==> src/rtl/miriscv_pkg.sv <==
// miriscv_pkg: shared RV32 core constants.
package miriscv_pkg;
   localparam int XLEN = 32;
endpackage

==> src/rtl/miriscv_mul_ctrl.sv <==
// miriscv_mul_ctrl: RV32M multiply sequencer around an external multi-cycle multiplier.
// Define MIRISCV_MUL_CACHE_EN to add a last-product cache that bypasses the multiplier on a hit.
module miriscv_mul_ctrl
   import miriscv_pkg::*;
(
   input  logic                clk_i,
   input  logic                arstn_i,
   input  logic                req_valid_i,
   output logic                req_ready_o,
   input  logic [1:0]          mdu_op_i,
   input  logic [XLEN-1:0]     operand_a_i,
   input  logic [XLEN-1:0]     operand_b_i,
   input  logic                kill_i,
   output logic                res_valid_o,
   input  logic                res_ready_i,
   output logic [XLEN-1:0]     res_o,
   output logic                mul_start_o,
   output logic [XLEN:0]       mul_operand_a_o,
   output logic [XLEN:0]       mul_operand_b_o,
   input  logic [2*XLEN+1:0]   mul_result_i,
   input  logic                mul_stall_req_i
);
   typedef enum logic [1:0] {IDLE, BUSY, DONE, DRAIN} state_e;
   state_e              state_q, state_d;
   logic [1:0]          op_q, op_d;
   logic [XLEN:0]       a_q, a_d, b_q, b_d;
   logic [2*XLEN-1:0]   prod_q, prod_d;
   logic [2*XLEN-1:0]   hit_prod;
   logic                accept, hit, a_sgn, b_sgn;
   logic                unused_res_hi;
   assign unused_res_hi = ^mul_result_i[2*XLEN+1:2*XLEN];
   assign accept = state_q == IDLE && req_valid_i && !kill_i;
   assign a_sgn  = mdu_op_i != 2'b11;
   assign b_sgn  = !mdu_op_i[1];
   assign req_ready_o     = state_q == IDLE;
   assign mul_start_o     = state_q == BUSY;
   assign res_valid_o     = state_q == DONE;
   assign mul_operand_a_o = a_q;
   assign mul_operand_b_o = b_q;
   assign res_o           = op_q == 2'b00 ? prod_q[XLEN-1:0] : prod_q[2*XLEN-1:XLEN];
`ifdef MIRISCV_MUL_CACHE_EN
   logic                cache_vld_q, cache_vld_d, hit_q, hit_d;
   logic [XLEN-1:0]     cache_a_q, cache_a_d, cache_b_q, cache_b_d;
   logic [1:0]          cache_op_q, cache_op_d;
   logic [2*XLEN-1:0]   cache_prod_q, cache_prod_d;
   // MUL only needs the low word, which is identical for every signedness
   assign hit = cache_vld_q && operand_a_i == cache_a_q && operand_b_i == cache_b_q &&
                (mdu_op_i == 2'b00 || mdu_op_i == cache_op_q);
   assign hit_prod = cache_prod_q;
   always_comb begin
      hit_d        = accept ? hit : hit_q;
      cache_vld_d  = cache_vld_q;
      cache_a_d    = cache_a_q;
      cache_b_d    = cache_b_q;
      cache_op_d   = cache_op_q;
      cache_prod_d = cache_prod_q;
      if (state_q == DONE && res_ready_i && !kill_i && !hit_q) begin
         cache_vld_d  = 1'b1;
         cache_a_d    = a_q[XLEN-1:0];
         cache_b_d    = b_q[XLEN-1:0];
         cache_op_d   = op_q;
         cache_prod_d = prod_q;
      end
   end
   always_ff @(posedge clk_i) begin
      if (!arstn_i) begin
         hit_q        <= 1'b0;
         cache_vld_q  <= 1'b0;
         cache_a_q    <= '0;
         cache_b_q    <= '0;
         cache_op_q   <= '0;
         cache_prod_q <= '0;
      end else begin
         hit_q        <= hit_d;
         cache_vld_q  <= cache_vld_d;
         cache_a_q    <= cache_a_d;
         cache_b_q    <= cache_b_d;
         cache_op_q   <= cache_op_d;
         cache_prod_q <= cache_prod_d;
      end
   end
`else
   assign hit      = 1'b0;
   assign hit_prod = '0;
`endif
   always_comb begin
      state_d = state_q;
      op_d    = op_q;
      a_d     = a_q;
      b_d     = b_q;
      prod_d  = prod_q;
      unique case (state_q)
         IDLE: if (accept) begin
            op_d    = mdu_op_i;
            a_d     = {a_sgn & operand_a_i[XLEN-1], operand_a_i};
            b_d     = {b_sgn & operand_b_i[XLEN-1], operand_b_i};
            prod_d  = hit ? hit_prod : prod_q;
            state_d = hit ? DONE : BUSY;
         end
         BUSY: if (kill_i) state_d = DRAIN;
            else if (!mul_stall_req_i) begin
               prod_d  = mul_result_i[2*XLEN-1:0];
               state_d = DONE;
            end
         DONE: state_d = kill_i || res_ready_i ? IDLE : DONE;
         // the multiplier still spends one FINISH cycle after start drops
         DRAIN: state_d = IDLE;
         default: state_d = IDLE;
      endcase
   end
   always_ff @(posedge clk_i) begin
      if (!arstn_i) begin
         state_q <= IDLE;
         op_q    <= '0;
         a_q     <= '0;
         b_q     <= '0;
         prod_q  <= '0;
      end else begin
         state_q <= state_d;
         op_q    <= op_d;
         a_q     <= a_d;
         b_q     <= b_d;
         prod_q  <= prod_d;
      end
   end
endmodule

==> config.mk <==
export PLATFORM = sky130hd
export DESIGN_NAME = miriscv_mul_ctrl
export DESIGN_NICKNAME = d
export VERILOG_FILES = /design/src/rtl/miriscv_pkg.sv /design/src/rtl/miriscv_mul_ctrl.sv
export SDC_FILE = /design/constraint.sdc
export NUM_CORES = 1
export LEC_CHECK = 0
export ABC_AREA = 1
export CAP_MARGIN = 20
export CELL_PAD_IN_SITES_DETAIL_PLACEMENT = 1
export CELL_PAD_IN_SITES_GLOBAL_PLACEMENT = 2
export CORE_MARGIN = 2
export CORE_UTILIZATION = 19
export CTS_CLUSTER_DIAMETER = 60
export DETAILED_ROUTE_END_ITERATION = 10
export PLACE_DENSITY = 0.77
export SLEW_MARGIN = 15
export SYNTH_ARGS = -nofsm -noshare
export SYNTH_HDL_FRONTEND = slang
export SYNTH_SLANG_ARGS = --single-unit
==> constraint.sdc <==
create_clock -name clk_i -period 1.3 [get_ports clk_i]
set_clock_uncertainty 0.1 [all_clocks]
set_input_delay 0.13 -clock clk_i [delete_from_list [all_inputs] [get_ports clk_i]]
set_output_delay 0.13 -clock clk_i [all_outputs]
set_load 0.02 [all_outputs]
==> impl_metrics.json <==
{
  "std_cell_rows": 60,
  "grtUsageMet2": 0.294,
  "critPathArrivalTime_ns": 1.52,
  "max_slew_margin": 0.725,
  "ir_drop_mv": 0.705,
  "die_area_um2": 28800,
  "synth_largest_area_cell": "dfxtp_1",
  "cp_max_fo": 5,
  "netlist_instances": 705,
  "postSynthAreaPerCell_um2": 7.41,
  "num_vias": 5941,
  "dpl.hpwl_um": 14100,
  "synthXorXnorAreaFrac": 0,
  "place_ws_ns": -0.509,
  "rr_worst_depth": 8,
  "yosysSeqAreaShare": 0.514,
  "reg2reg_from": "state_q[0]",
  "gr-max-usage-layer": "met2",
  "hp-start": "arstn_i",
  "maxCapViolCount": 0,
  "fin_hold_ws_ns": 0.120,
  "ioPinCount": 239,
  "drc": 0,
  "hold_violations": 0,
  "power_density_nw_per_um2": 1110,
  "maxSlewViolCount": 0,
  "tightest_slew_ns": 0.412,
  "worstReg2RegEnd": "mul_operand_a_o[20]",
  "cts_root_buffer": "clkbuf_16",
  "worstSetupStartpoint": "op_q[1]",
  "track_usage": 0.167,
  "cts_tree": "built",
  "yosysMostFrequentCell": "nor2_1",
  "synth_fa_ha_area_frac": 0,
  "period_share": 1.34,
  "setup_ws_ns": -0.446,
  "rsz0062_at_grt": "true",
  "syn_to_final_growth_pct": 109,
  "synth_top_area_share": 0.514,
  "ys_top_cells_by_count": "262 x nor2_1, 134 x dfxtp_1, 87 x o21ai_0, 76 x nand2_1, 74 x o21ai_1",
  "portBuffers": 236,
  "synth_compound_area_frac": 0.159,
  "fin_crit_ns": 1.75,
  "ctsHoldBuffers": 0,
  "async_flop_share": 0,
  "antenna_found_initial": 0,
  "grt_pass1_vias": 6395,
  "end_kind": "output port",
  "outcome": "finished with violations",
  "drt-vias-per-instance": 4.34,
  "synth-edff-count": 0,
  "yosys.area_share.simple": 0.256,
  "cp-endpoint": "res_o[13]",
  "synth_top_family_by_area": "simple AND/OR/NAND/NOR gates",
  "grt_use_met3": 0.0612,
  "floorplan.initialDensity": 0.194,
  "ant_nets": 0,
  "gp_congestion": 0.737,
  "drive_gt1_frac": 0.492,
  "required_ns": 1.07,
  "ys.flop_type": "dfxtp_1",
  "num-fill-cells": 3078,
  "reg2reg_slack_ns": -0.28,
  "netlist_area_um2": 5220,
  "clkLatencyLatePin_ns": 0.42,
  "drt_wl_total_um": 24700,
  "die_height_um": 170,
  "fmax_ghz": 0.573,
  "synth_warnings": 0,
  "ys_top_cells_by_area": "dfxtp_1 51%, nor2_1 19%, o21ai_0 8.3%",
  "syn-num-nets": 843,
  "path_clk_slew_ns": 0.06,
  "grt_max_degree": 61,
  "ys_seq_elements": 134,
  "ctsLongestPathBuffers": 2,
  "cts_max_level": 4,
  "post_drt_wl_per_cell_um": 18.1,
  "violations": "setup timing",
  "numCtsBuffers": 17,
  "core_area_um2": 27000,
  "grt-ovfl-total": 0,
  "drtIter0Drc": 171,
  "synthMuxAreaShare": 0,
  "use_met1": 0.191,
  "min_path_type": "input port to register",
  "power.static_leakage_nw": 4.51,
  "die_w_um": 170,
  "cts.sinks": 134,
  "start_kind": "register",
  "first_pass_iters": 4,
  "finalSetupViolations": 170,
  "grt_pass1_wl_um": 36600,
  "synth_cell_type_count": 16,
  "path_class": "register to output port",
  "finalNetCount": 1151
}
state kept, by name, summed over array words and instances (netlist names):
name,count
mul_operand_b_o,33
mul_operand_a_o,33
state_q,2
prod_q,64
op_q,2
timing repair:
| item | in CTS | in global routing |
|---|---|---|
| hold endpoints to repair | 0 | 0 |
| setup endpoints to repair | 232 | 222 |
| gates resized for setup | 679 | 279 |
| pin swaps | 93 | 59 |
| setup buffers | 39 | 11 |
| cloned | 29 | 5 |
critical path, cell delays in order, from the launching register on:
cell     delay, ns
dfxtp_4       0.37
nor2_4        0.18
buf_6         0.16
buf_16        0.15
nand2_4       0.05
nand2_2       0.06
buf_6         0.12
report_power, final:
group | internal, mW | total, mW | leakage [nW] | switching, mW
sequential | 4.32 | 4.48 | 1.10 | 0.164
clock | 2.85 | 4.89 | 0.275 | 2.03
combinational | 1.41 | 2.73 | 3.14 | 1.32
total | 8.58 | 12.1 | 4.51 | 3.52
metrics by stage:
step	cells	util	cell area (um2)	total power, mW	setup TNS [ns]
floorplan	705	-	5230	5.34	-1.12
global placement	1274	0.302	8150	6.43	-64.72
detailed placement	1274	0.302	8150	6.45	-68.52
CTS	1374	0.401	10800	12.2	-44.99
global route	1367	0.405	10900	12.6	-49.47
finish	1368	0.405	10900	12.1	-39.41
kinds of logic (layout without fill, tap and decap cells):
logic type	count (synthesis)	after routing
flops	134	134
buf+inv	58	377
simple gates	347	349
other cells	0	1
compound gates	166	166
how the worst min path moves through the flow:
| stage | to | slack (ns) | cells past startpoint |
|---|---|---|---|
| floorplan | mul_operand_a_o[31] | 0.17 | 2 |
| global placement | mul_operand_b_o[32] | 0.35 | 2 |
| detailed placement | prod_q[59] | 0.37 | 2 |
| CTS | prod_q[22] | 0.08 | 4 |
| global route | prod_q[22] | 0.13 | 4 |
| finish | mul_operand_a_o[27] | 0.12 | 4 |
cells in the final DEF (no fill, tap or decap), types with 4 or more instances in the layout:
master           count
nor2_1             141
clkdlybuf4s50_1    134
dfxtp_1            129
nor2_2              87
o21ai_2             77
buf_6               57
buf_2               55
o21ai_1             50
nand2_1             39
nor2_4              37
buf_12              33
o21ai_0             21
nand2_2             21
clkbuf_16           20
nand2_4             17
buf_4               17
buf_16              14
o21ai_4             13
buf_8               12
clkdlybuf4s15_2     10
a21oi_2              5
inv_6                4
dfxtp_4              4
layer usage:
layer  wire [um]  vias to the layer above  share of wire
met4         531                        0          0.021
met2       12300                      190           0.50
met1        9880                     2820           0.40
li1            -                     2896              -
met5           0                        -              0
met3        1990                       35          0.080
layout make-up:
class / count / area, um2 / share of cell area
clock buffer: 19 / 433 / 0.0397
antenna: 1 / 2.50 / 0.000229
multi-input combinational: 515 / 3330 / 0.305
clock inverter: 13 / 149 / 0.0136
tap: 341 / 427 / 0.0391
timing repair inverter: 1 / 16.3 / 0.00149
timing repair buffer: 336 / 3800 / 0.349
sequential: 134 / 2700 / 0.247
inverter: 8 / 50.0 / 0.00459
(Power assumes the default switching activity.)
